==> config.mk <==
export PLATFORM = sky130hd
export DESIGN_NAME = uart_cplx_word_rx
export DESIGN_NICKNAME = d
export VERILOG_FILES = /design/src/rtl/uart_cplx_word_rx.sv
export SDC_FILE = /design/constraint.sdc
export NUM_CORES = 1
export LEC_CHECK = 0
export BUFFER_PORTS_ARGS = -buffer_cell sky130_fd_sc_hd__buf_4
export CAP_MARGIN = 20
export CORE_ASPECT_RATIO = 1.75
export CORE_MARGIN = 3
export CORE_UTILIZATION = 45
export DETAILED_ROUTE_END_ITERATION = 8
export MAX_ROUTING_LAYER = met4
export SKIP_CTS_REPAIR_TIMING = 1
export SKIP_LAST_GASP = 1
export SLEW_MARGIN = 20
export SYNTH_ARGS = -nofsm -noshare
export SYNTH_HDL_FRONTEND = slang
export SYNTH_SLANG_ARGS = --single-unit
==> constraint.sdc <==
create_clock -name clk -period 3.7 [get_ports clk]
set_input_delay 0 -clock clk [delete_from_list [all_inputs] [get_ports clk]]
set_output_delay 0 -clock clk [all_outputs]
set_load 0.02 [all_outputs]
==> src/rtl/uart_cplx_word_rx.sv <==
// 8N1 UART receiver that rebuilds signed complex (Re, Im) samples from 2*NBYTES bytes, MSB byte first.
// Define UART_STOP_CHECK_EN to drop bytes with a bad stop bit and discard the partial sample.
module uart_cplx_word_rx #(
    parameter int T_1_BIT      = 9,
    parameter int T_HALF_1_BIT = 4,
    parameter int CNT_W        = 4,
    parameter int BIT_WIDTH    = 24
) (
    input  logic                 clk,
    input  logic                 rst,
    input  logic                 data_in,
    output logic [BIT_WIDTH-1:0] Re_o,
    output logic [BIT_WIDTH-1:0] Im_o,
    output logic                 en_o,
    output logic [1:0]           state_o
);
    localparam int NBYTES = BIT_WIDTH / 8;
    localparam int NB2    = 2 * NBYTES;
    localparam int IDX_W  = (NB2 > 2) ? $clog2(NB2) : 1;
    localparam int ACC_W  = 2 * BIT_WIDTH - 8;

    localparam logic [CNT_W-1:0] HALF_LAST = CNT_W'(T_HALF_1_BIT - 1);
    localparam logic [CNT_W-1:0] BIT_LAST  = CNT_W'(T_1_BIT - 1);
    localparam logic [IDX_W-1:0] IDX_LAST  = IDX_W'(NB2 - 1);

    typedef enum logic [1:0] {IDLE, START, DATA, STOP} state_t;

    state_t               state_q;
    logic                 sync1_q;
    logic                 rx_q;
    logic                 rx_prev_q;
    logic [CNT_W-1:0]     cnt_q;
    logic [2:0]           bit_q;
    logic [7:0]           shift_q;
    logic [IDX_W-1:0]     byte_idx_q;
    logic [ACC_W-1:0]     acc_q;
    logic [2*BIT_WIDTH-1:0] acc_d;
    logic                 fall_edge;
    logic                 stop_ok;

    // acc_q keeps every byte but the last; the final byte completes the word in acc_d.
    assign acc_d     = {acc_q, shift_q};
    assign fall_edge = rx_prev_q & ~rx_q;
    assign state_o   = state_q;

`ifdef UART_STOP_CHECK_EN
    assign stop_ok = rx_q;
`else
    assign stop_ok = 1'b1;
`endif

    always_ff @(posedge clk or posedge rst) begin
        if (rst) begin
            state_q    <= IDLE;
            sync1_q    <= 1'b1;
            rx_q       <= 1'b1;
            rx_prev_q  <= 1'b1;
            cnt_q      <= '0;
            bit_q      <= '0;
            shift_q    <= '0;
            byte_idx_q <= '0;
            acc_q      <= '0;
            Re_o       <= '0;
            Im_o       <= '0;
            en_o       <= 1'b0;
        end else begin
            sync1_q   <= data_in;
            rx_q      <= sync1_q;
            rx_prev_q <= rx_q;
            en_o      <= 1'b0;
            case (state_q)
                IDLE: begin
                    // Edge, not level: a held-low line never restarts a frame.
                    if (fall_edge) begin
                        state_q <= START;
                        cnt_q   <= '0;
                    end
                end
                START: begin
                    if (cnt_q == HALF_LAST) begin
                        cnt_q <= '0;
                        bit_q <= '0;
                        state_q <= rx_q ? IDLE : DATA;
                    end else begin
                        cnt_q <= cnt_q + 1'b1;
                    end
                end
                DATA: begin
                    if (cnt_q == BIT_LAST) begin
                        cnt_q   <= '0;
                        shift_q <= {rx_q, shift_q[7:1]};
                        bit_q   <= bit_q + 1'b1;
                        if (bit_q == 3'd7) state_q <= STOP;
                    end else begin
                        cnt_q <= cnt_q + 1'b1;
                    end
                end
                STOP: begin
                    if (cnt_q == BIT_LAST) begin
                        cnt_q   <= '0;
                        state_q <= IDLE;
                        if (stop_ok) begin
                            acc_q <= acc_d[ACC_W-1:0];
                            if (byte_idx_q == IDX_LAST) begin
                                byte_idx_q <= '0;
                                Re_o       <= acc_d[2*BIT_WIDTH-1:BIT_WIDTH];
                                Im_o       <= acc_d[BIT_WIDTH-1:0];
                                en_o       <= 1'b1;
                            end else begin
                                byte_idx_q <= byte_idx_q + 1'b1;
                            end
                        end else begin
                            byte_idx_q <= '0;
                        end
                    end else begin
                        cnt_q <= cnt_q + 1'b1;
                    end
                end
                default: state_q <= IDLE;
            endcase
        end
    end
endmodule

==> run_summary.xml <==
<?xml version="1.0" encoding="UTF-8"?>
<metrics>
  <group name="synthesis">
    <metric name="synth_sequential_area_ratio" unit="">0.633</metric>
    <metric name="yosys-mux-area-fraction" unit="">0.251</metric>
    <metric name="synth.cell_area" unit="µm²">4430</metric>
    <metric name="postSynthRegisterBits" unit="">112</metric>
    <metric name="synth_top_cells_by_area" unit="">sky130_fd_sc_hd__dfrtp_1, sky130_fd_sc_hd__mux2_2, sky130_fd_sc_hd__mux2_1</metric>
    <metric name="synth-async-reset-ratio" unit="">1.00</metric>
    <metric name="synth_xor_area_frac" unit="">0.00198</metric>
    <metric name="synth.avg_cell_area" unit="µm²">15.5</metric>
    <metric name="synth_cells" unit="">286</metric>
    <metric name="synth_most_common_cell" unit="">sky130_fd_sc_hd__dfrtp_1</metric>
    <metric name="synth.net_count" unit="">293</metric>
    <metric name="unique_cell_type_count_in_the_yosys_netlist" unit="">37</metric>
    <metric name="synth_edf_count" unit="">0</metric>
    <metric name="synthAdderAreaFrac" unit="">0.0113</metric>
    <metric name="netlist.top_cell.by_area" unit="">sky130_fd_sc_hd__dfrtp_1</metric>
    <metric name="synth-compound-area-share" unit="">0.0274</metric>
    <metric name="synthFlopType" unit="">sky130_fd_sc_hd__dfrtp_1</metric>
    <metric name="synth_top_family_by_area" unit="">multiplexers</metric>
    <metric name="ys_warn_count" unit="">0</metric>
    <metric name="netlist.area_leader.share" unit="">0.615</metric>
    <metric name="synth_simple_gate_area_frac" unit="">0.0468</metric>
    <metric name="synthTopCellsByCount" unit="">sky130_fd_sc_hd__dfrtp_1, sky130_fd_sc_hd__mux2_2, sky130_fd_sc_hd__inv_1, sky130_fd_sc_hd__mux2_1, sky130_fd_sc_hd__buf_2</metric>
  </group>
  <group name="flow_run">
    <metric name="max_cap_viol_count" unit="">0</metric>
  </group>
  <group name="detailed_routing">
    <metric name="via_count" unit="">2424</metric>
    <metric name="postRouteAntennaNets" unit="">0</metric>
    <metric name="route.detailed.vias_per_inst" unit="">5.18</metric>
    <metric name="detail_route.first_pass.iterations" unit="">4</metric>
    <metric name="wl_per_cell" unit="µm">15.3</metric>
    <metric name="initialDrtViolationCount" unit="">96</metric>
    <metric name="number_of_design_rule_violations_left_after_detail_routing" unit="">0</metric>
    <metric name="totalWireLength" unit="µm">7140</metric>
  </group>
  <group name="die">
    <metric name="io_pins" unit="">54</metric>
    <metric name="core_area" unit="µm²">9530</metric>
    <metric name="design.die.area" unit="µm²">11100</metric>
    <metric name="fp-row-count" unit="">47</metric>
    <metric name="floorplan.die.width" unit="µm">81.0</metric>
    <metric name="floorplan.initialDensity" unit="">0.465</metric>
    <metric name="floorplan.die.height" unit="µm">137</metric>
  </group>
  <group name="power">
    <metric name="maximum_ir_drop_on_the_vdd_rail" unit="V">0.000359</metric>
    <metric name="power.static_leakage" unit="nW">2.68</metric>
    <metric name="power_density" unit="nW/µm²">494</metric>
  </group>
  <group name="cells_and_area">
    <metric name="area_delta_synth_final" unit="%">18.1</metric>
    <metric name="fin_nets" unit="">348</metric>
    <metric name="final_core_util" unit="">0.550</metric>
    <metric name="final_layout_fill_cell_count" unit="">817</metric>
    <metric name="instances_no_fill" unit="">468</metric>
    <metric name="antenna-diode-count" unit="">0</metric>
    <metric name="layout-drive-gt1-share" unit="">0.488</metric>
    <metric name="seqCellArea" unit="µm²">2810</metric>
    <metric name="multi_input_area" unit="µm²">1500</metric>
  </group>
  <group name="clock_tree">
    <metric name="cts_inserted_buffers" unit="">9</metric>
    <metric name="clock_tree.root_cell" unit="">sky130_fd_sc_hd__clkbuf_16</metric>
    <metric name="clock_latency" unit="ns">0.34</metric>
    <metric name="path_clk_slew" unit="ns">0.07</metric>
    <metric name="max-clock-path-buffers" unit="">2</metric>
    <metric name="tritoncts" unit="">done</metric>
    <metric name="cts_num_sinks" unit="">112</metric>
    <metric name="cts-htree-levels" unit="">3</metric>
  </group>
  <group name="sta">
    <metric name="max-slew-margin-rel" unit="">0.355</metric>
    <metric name="timing_worst_slew_pin_value" unit="ns">0.968</metric>
    <metric name="maxClockFrequency" unit="GHz">0.415</metric>
    <metric name="finalSetupTns" unit="ns">0</metric>
    <metric name="final-setup-viol-count" unit="">0</metric>
    <metric name="finalHoldWorstSlack" unit="ns">0.241</metric>
    <metric name="period_minus_slack" unit="ns">2.41</metric>
    <metric name="timing_max_transition_violations_final" unit="">0</metric>
    <metric name="finalHoldViolations" unit="">0</metric>
    <metric name="rsz_0062_raised_after_global_routing" unit="">false</metric>
    <metric name="setup_skew_after_layout" unit="ns">0.00856</metric>
    <metric name="timing.final.crit_share" unit="">0.652</metric>
  </group>
  <group name="global_route">
    <metric name="globalRoute.busiestLayer" unit="">met2</metric>
    <metric name="grt_met3_use" unit="">0.0275</metric>
    <metric name="total_global_route_track_usage" unit="">0.146</metric>
    <metric name="grt_first_pass_wirelength" unit="µm">12100</metric>
    <metric name="met2_usage" unit="">0.220</metric>
    <metric name="grt_start_max_net_pins" unit="">43</metric>
    <metric name="number_of_antenna_violations_at_the_first_check_in_global_routing" unit="">0</metric>
    <metric name="grt_overflow_total" unit="">0</metric>
    <metric name="groute.layer.met1.usage" unit="">0.190</metric>
    <metric name="first_global_vias" unit="">2467</metric>
  </group>
  <group name="placed_design">
    <metric name="number_of_port_buffers" unit="">53</metric>
    <metric name="post-place-cells" unit="">450</metric>
    <metric name="final_estimated_routing_congestion_in_global_placement" unit="">0.776</metric>
    <metric name="detailedPlacementHpwl" unit="µm">4840</metric>
  </group>
  <group name="worst_hold_path">
    <metric name="class_of_the_most_critical_hold_timing_path" unit="">primary input to asynchronous set/reset pin</metric>
  </group>
  <group name="critical_path">
    <metric name="crit_end_element" unit="">flip-flop</metric>
    <metric name="arrival" unit="ns">2.64</metric>
    <metric name="start_kind" unit="">flip-flop</metric>
    <metric name="timing.setup.critical_path_class" unit="">flip-flop to flip-flop</metric>
    <metric name="worst_ep_required_time" unit="ns">3.92</metric>
    <metric name="critPathMaxFanout" unit="">42</metric>
  </group>
  <group name="outcome">
    <metric name="run_status" unit="">finished, final reports clean</metric>
  </group>
</metrics>
==> cells by family (layout without fill, tap and decap cells) <==
family	Yosys count	after routing
flip-flops	112	112
multiplexers	99	99
AND/OR/NAND/NOR	27	27
buffers and inverters	24	84
AO/OA/AOI/OAI	19	19
adder cells (fa/ha/maj)	4	4
XOR/XNOR	1	1
==> sequential cells by signal, summed over array words and instances (netlist names), named ones only <==
name and flops:
Re_o 24, bit_q 3, cnt_q 4, state_o 1, rx_prev_q 1, byte_idx_q 3
sync1_q 1, rx_q 1, shift_q 8, en_o 1, acc_q 40, Im_o 24
==> metal layers <==
metal	routed length, µm	part of all wire	vias up
met5	0	0	-
met4	165	0.023	0
met3	237	0.033	12
met2	3540	0.50	45
met1	3200	0.45	1240
li1	-	-	1127
==> worst max-delay path, stage by stage (launching register included) <==
cell and delay (ns):
sky130_fd_sc_hd__dfrtp_1 0.43, sky130_fd_sc_hd__inv_1 0.09, sky130_fd_sc_hd__ha_1 0.25, sky130_fd_sc_hd__and3b_1 0.24, sky130_fd_sc_hd__and3_2 0.84, sky130_fd_sc_hd__mux2_2 0.42
==> metrics by stage <==
stage | power (mW) | cell area [µm²] | setup WS [ns]
finish | 2.59 | 5240 | 1.29
global route | 2.71 | 5240 | 1.11
CTS | 2.63 | 5220 | 1.24
detailed placement | 1.71 | 4930 | 1.26
global placement | 1.70 | 4930 | 1.31
floorplan | 1.63 | 4430 | 0.746
==> final cells by class <==
type | instances | area share
repair buffers | 58 | 0.0865
inverters | 10 | 0.00765
clock inverters | 7 | 0.0110
flip-flops and latches | 112 | 0.536
multi-input cells | 150 | 0.287
well taps | 122 | 0.0292
clock buffers | 9 | 0.0430
==> where the power goes <==
group          switching (mW)  internal [mW]  total, mW  leakage, nW
combinational           0.164          0.137      0.301         1.01
clock                   0.441          0.464      0.904        0.134
sequential              0.102           1.28       1.38         1.54
==> cells in the final DEF (no fill, tap or decap), types with 4 or more instances in the layout <==
cell / instances
sky130_fd_sc_hd__a21oi_1: 5
sky130_fd_sc_hd__buf_4: 55
sky130_fd_sc_hd__clkbuf_16: 9
sky130_fd_sc_hd__dfrtp_1: 109
sky130_fd_sc_hd__ha_1: 4
sky130_fd_sc_hd__inv_1: 9
sky130_fd_sc_hd__mux2_1: 9
sky130_fd_sc_hd__mux2_2: 87
sky130_fd_sc_hd__nand2_1: 4
sky130_fd_sc_hd__nor2b_1: 4
sky130_fd_sc_hd__o21ai_0: 6
==> final timing paths <==
path                       slack (ns)  cells after the start  startpoint                         end
max                              1.29                      5    cnt_q[0]                   acc_q[35]
min                              0.24                      3         rst                   acc_q[32]
max reg2reg                      1.29                      5    cnt_q[0]                   acc_q[35]
min reg2reg                      0.36                      0     sync1_q                        rx_q
max in group asynchronous        2.56                      4         rst  asynchronous set/reset pin
min in group clk                 0.31                      2     data_in                     sync1_q
(Power assumes the default switching activity.)
